<file path="src/rtl/cell_vector_sweeper.sv">
`default_nettype none
// +--------------------------------------------------------------------------+
// | cell_vector_sweeper : exhaustive OAI/AOI cell sweep with golden compare  |
// | rev 1.0                                                                  |
// +--------------------------------------------------------------------------+
module cell_vector_sweeper #(
  parameter  int unsigned GROUP_W    = 2,
  parameter  int unsigned N_GROUPS   = 2,
  parameter  int unsigned SETTLE_CYC = 2,
  parameter  int unsigned ERR_W      = 8,
  localparam int unsigned NIN        = 1 + N_GROUPS * GROUP_W
) (
  input  logic             clk,
  input  logic             rst_n,
  input  logic             start,
  input  logic             mode,
  output logic [NIN-1:0]   dut_in,
  input  logic             dut_zn,
  output logic             busy,
  output logic             done,
  output logic             pass,
  output logic [ERR_W-1:0] err_count,
  output logic [NIN-1:0]   first_err_vec,
  output logic             first_err_valid
);

  localparam logic [1:0] S_IDLE   = 2'd0;
  localparam logic [1:0] S_SETTLE = 2'd1;
  localparam logic [1:0] S_CHECK  = 2'd2;
  localparam logic [1:0] S_DONE   = 2'd3;

  localparam int unsigned CNT_W = (SETTLE_CYC > 1) ? $clog2(SETTLE_CYC) : 1;
  localparam logic [CNT_W-1:0] SETTLE_LAST =
    CNT_W'((SETTLE_CYC > 0) ? SETTLE_CYC - 1 : 0);
  // With no settle time every vector goes straight to the compare cycle.
  localparam logic [1:0] S_NEXT_VEC = (SETTLE_CYC == 0) ? S_CHECK : S_SETTLE;

  logic [1:0]       state;
  logic [CNT_W-1:0] settle_cnt;
  logic             mode_lat;

  logic             oai_and;
  logic             aoi_or;
  logic [GROUP_W-1:0] grp;
  logic             golden;
  logic             mismatch;
  logic [ERR_W-1:0] err_inc;
  logic [ERR_W-1:0] err_next;

  // A is the MSB; each following GROUP_W-bit slice is one OR/AND group.
  always_comb begin
    oai_and = dut_in[NIN-1];
    aoi_or  = dut_in[NIN-1];
    grp     = '0;
    for (int g = 0; g < int'(N_GROUPS); g++) begin
      grp     = dut_in[int'(NIN) - 2 - g * int'(GROUP_W) -: GROUP_W];
      oai_and = oai_and & (|grp);
      aoi_or  = aoi_or  | (&grp);
    end
    golden = mode_lat ? ~aoi_or : ~oai_and;
  end

  // Case inequality so an X/Z from a broken cell counts as a mismatch in simulation.
  assign mismatch = (dut_zn !== golden);
  assign err_inc  = (err_count == {ERR_W{1'b1}}) ? err_count : err_count + 1'b1;
  assign err_next = mismatch ? err_inc : err_count;

  assign busy = (state != S_IDLE);
  assign done = (state == S_DONE);

  always_ff @(posedge clk or negedge rst_n) begin
    if (!rst_n) begin
      state           <= S_IDLE;
      settle_cnt      <= '0;
      mode_lat        <= 1'b0;
      dut_in          <= '0;
      pass            <= 1'b0;
      err_count       <= '0;
      first_err_vec   <= '0;
      first_err_valid <= 1'b0;
    end else begin
      case (state)
        S_IDLE: begin
          if (start) begin
            mode_lat        <= mode;
            dut_in          <= '0;
            err_count       <= '0;
            first_err_vec   <= '0;
            first_err_valid <= 1'b0;
            pass            <= 1'b0;
            settle_cnt      <= '0;
            state           <= S_NEXT_VEC;
          end
        end
        S_SETTLE: begin
          if (settle_cnt == SETTLE_LAST) begin
            settle_cnt <= '0;
            state      <= S_CHECK;
          end else begin
            settle_cnt <= settle_cnt + 1'b1;
          end
        end
        S_CHECK: begin
          err_count <= err_next;
          if (mismatch && !first_err_valid) begin
            first_err_vec   <= dut_in;
            first_err_valid <= 1'b1;
          end
          if (dut_in == {NIN{1'b1}}) begin
            pass  <= (err_next == '0);
            state <= S_DONE;
          end else begin
            dut_in <= dut_in + 1'b1;
            state  <= S_NEXT_VEC;
          end
        end
        S_DONE: begin
          state <= S_IDLE;
        end
        default: begin
          state <= S_IDLE;
        end
      endcase
    end
  end

endmodule
`default_nettype wire

</file>
<file path="config.mk">
export PLATFORM = sky130hd
export DESIGN_NAME = cell_vector_sweeper
export DESIGN_NICKNAME = d
export VERILOG_FILES = /design/src/rtl/cell_vector_sweeper.sv
export SDC_FILE = /design/constraint.sdc
export NUM_CORES = 1
export LEC_CHECK = 0
export CAP_MARGIN = 30
export CORE_ASPECT_RATIO = 0.5
export CORE_MARGIN = 1
export CORE_UTILIZATION = 45
export CTS_CLUSTER_SIZE = 28
export DETAILED_ROUTE_END_ITERATION = 7
export PLACE_DENSITY = 0.71
export SLEW_MARGIN = 20
export SYNTH_ARGS = -nofsm -noshare
export SYNTH_HDL_FRONTEND = slang
export SYNTH_SLANG_ARGS = --single-unit
export TNS_END_PERCENT = 5
</file>
<file path="constraint.sdc">
create_clock -name clk -period 2.4 [get_ports clk]
set_clock_uncertainty 0.05 [all_clocks]
set_input_delay 0.72 -clock clk [delete_from_list [all_inputs] [get_ports clk]]
set_output_delay 0.72 -clock clk [all_outputs]
set_load 0.005 [all_outputs]
</file>
==> flow_metrics.env <==
export IMPL_status="completed"
export IMPL_syn_inst=160
export IMPL_cp_slowest_stage_delay_ns=0.54
export IMPL_die_area_mm2=0.00353
export IMPL_worstPathArrival_ns=1.51
export IMPL_numCtsBuffers=3
export IMPL_drtPass1Iterations=4
export IMPL_htreeDepth=1
export IMPL_grt_overflow=0
export IMPL_cp_required_ns=1.63
export IMPL_setup_viol=0
export IMPL_num_rows=14
export IMPL_path_clk_slew_ns=0.09
export IMPL_synthXorXnorAreaFrac_pct=0
export IMPL_hp_class="reg2reg"
export IMPL_criticalPathCategory="reg2out"
export IMPL_hpwl_mm=2.38
export IMPL_power_density_mw_per_mm2=931
export IMPL_fin_total_pwr_w=0.00175
export IMPL_detail_route_iter0_violations=36
export IMPL_synth_net_count=169
export IMPL_path_max_fanout=10
export IMPL_start_util_pct=48.2
export IMPL_finalWorstSetupSlack_ns=0.117
export IMPL_yosys_area_share_adder_pct=3.39
export IMPL_top_level_ports=27
export IMPL_post_route_util_pct=61.5
export IMPL_setup_tns_ns=0
export IMPL_drive_gt1_share_pct=10.4
export IMPL_io_buffers=26
export IMPL_synthSimpleGateAreaFrac_pct=19.8
export IMPL_yosys_warnings=0
export IMPL_grt_util_all_layers_pct=19.8
export IMPL_clk_latency_ns=0.28
export IMPL_pwr_share_clk_pct=21.1
export IMPL_cts_root_buffer="clkbuf_8"
export IMPL_irDropWorstVdd_uv=537
export IMPL_fmax_mhz=438
export IMPL_core_area_mm2=0.00307
export IMPL_cap_violations=0
export IMPL_p_switching_w=0.000640
export IMPL_syn_avg_cell_area_um2=9.23
export IMPL_dp_worst_setup_slack_ns=-0.130
export IMPL_synth_ff_type="dfrtp_1"
export IMPL_hold_viol_final=0
export IMPL_drt_wl_total_mm=3.22
export IMPL_critical_path_cell_chain="inv_1 -> nor2_1 -> clkdlybuf4s50_1"
export IMPL_r2r_slack_ns=0.18
export IMPL_fin_crit_sh_pct=95.1
export IMPL_grt_antenna_before_repair=0
export IMPL_p_int_w=0.00111
export IMPL_synth_top_family_by_area="compound AO/OA/AOI/OAI gates"
export IMPL_cellLeakagePower_nw=0.826
export IMPL_syn_cell_area_mm2=0.00148
export IMPL_cts_tree="yes"
export IMPL_grt_max_degree=25
export IMPL_rsz0062_at_grt="no"
export IMPL_via_per_inst=5.64
export IMPL_routedWlPerCell_um=13.9
export IMPL_finalMaxSlewViolations=0
export IMPL_cp_end_kind="output pin"
export IMPL_final_net_count=202
export IMPL_fp_dieH_um=42.5
export IMPL_syn_to_final_growth_pct=27.6
export IMPL_async_reset_ff_share_pct=100
export IMPL_gp_congestion=0.864
export IMPL_critPathSlowestCell="dfrtp_1"
export IMPL_cp_start_kind="flop"
export IMPL_grt_pass1_wl_mm=5.42
export IMPL_diodes=0
export IMPL_slew_limit_headroom_pct=65.1
export IMPL_period_minus_slack_ns=2.28
export IMPL_ys_types=44
export IMPL_num_vias=1309
export IMPL_yosysSeqAreaShare_pct=40.7
export IMPL_worst_pin_slew_ns=0.520
export IMPL_synth_mux_area_fraction_pct=7.71
export IMPL_ys_ff_latch=24
export IMPL_power_frac_seq_pct=37.7
export IMPL_synth_compound_area_share_pct=22.5
export IMPL_cts_sinks=24
export IMPL_cts_max_path_buffers=2
export IMPL_ant_nets=0
export IMPL_die_w_um=83.0
export IMPL_power_frac_comb_pct=41.2
export IMPL_netSwitchingFraction_pct=36.5
export IMPL_synth_edff_count=0
export IMPL_grt_pass1_vias=1120
export IMPL_route_detailed_drc=0
[cells by family (layout without fill, tap and decap cells)]
group	count (synthesis)	in the layout
buffers and inverters	19	51
AND/OR/NAND/NOR	55	55
flip-flops	24	24
adder cells (fa/ha/maj)	4	4
multiplexers	11	11
AO/OA/AOI/OAI	47	47
[layer usage]
layer | up-vias | share of wire [%] | GRT usage, %
li1 | 651 | - | -
met4 | 0 | 0.34 | 3.10
met3 | 2 | 5.7 | 5.51
met1 | 621 | 50 | 28.6
met2 | 35 | 44 | 30.3
met5 | - | 0 | 0
[Yosys cell counts (4+ instances only)]
library cell | count | area, µm²
clkbuf_1 | 4 | 15.0
ha_1 | 4 | 50.1
mux2i_1 | 8 | 80.1
dfrtp_1 | 24 | 601
nor2_1 | 11 | 41.3
a22o_1 | 9 | 78.8
nand3_1 | 6 | 30.0
inv_1 | 12 | 45.0
nand2_1 | 16 | 60.1
o21ai_0 | 12 | 60.1
and3_1 | 6 | 37.5
a21oi_1 | 6 | 30.0
[power groups by stage]
stage          Sequential, W  Clock [W]  Combinational (W)
6_report            0.000661   0.000370           0.000723
5_1_grt             0.000690   0.000391           0.000807
4_1_cts             0.000658   0.000372           0.000729
3_5_place_dp        0.000666          0           0.000725
3_3_place_gp        0.000665          0           0.000716
2_1_floorplan       0.000611          0           0.000442
[final cells by class]
cell class	count	area, µm²
Sequential cell	24	602
Clock inverter	1	30.0
Tap cell	40	50.0
Timing Repair Buffer	35	328
Multi-Input combinational cell	117	788
Fill cell	259	1180
Clock buffer	3	41.3
Inverter	12	45.0
[state kept, by name, indices dropped and copies added (netlist names)]
signal and flops:
err_count 8, settle_cnt 1, first_err_vec 5, mode_lat 1, state 2, pass 1
dut_in 5, first_err_valid 1
[critical path, delay by kind of cell, from the launching register on]
kind | cells | cell delay [ns]
AND/OR/NAND/NOR | 1 | 0.09
flip-flops | 1 | 0.54
buffers and inverters | 2 | 0.61
[path summary, 6_finish.rpt]
check                           start               end  depth (start not counted)
hold / removal             settle_cnt          state[0]                          1
setup / recovery             state[0]              done                          3
setup reg to reg            dut_in[1]      err_count[0]                          8
max in group asynchronous       rst_n          state[1]                          2
min in group asynchronous       rst_n  first_err_vec[4]                          2
hold reg to reg            settle_cnt          state[0]                          1
[stage by stage]
step	cells	hold WS (ns)	instance area, µm²
after floorplan	160	0.374	1480
after global placement	228	0.433	1810
after detailed placement	228	0.435	1810
after CTS	232	0.451	1880
after global routing	232	0.491	1880
final	232	0.457	1880
[layout by cell type (no fill, tap or decap), types with 4 or more instances in the layout]
master	Yosys	final
clkdlybuf4s50_1	0	26
dfrtp_1	24	23
nand2_1	16	16
inv_1	12	12
o21ai_0	12	12
nor2_1	11	11
a22o_1	9	9
buf_4	0	9
mux2i_1	8	8
and3_1	6	6
nand3_1	6	6
a21oi_1	6	6
ha_1	4	4
[timing repair]
action | CTS | global route
resized for setup | 0 | 1
hold buffers | 0 | 0
setup endpoints to repair | 0 | 2
setup buffers | 0 | 0
Power figures use the tool's default switching activity.
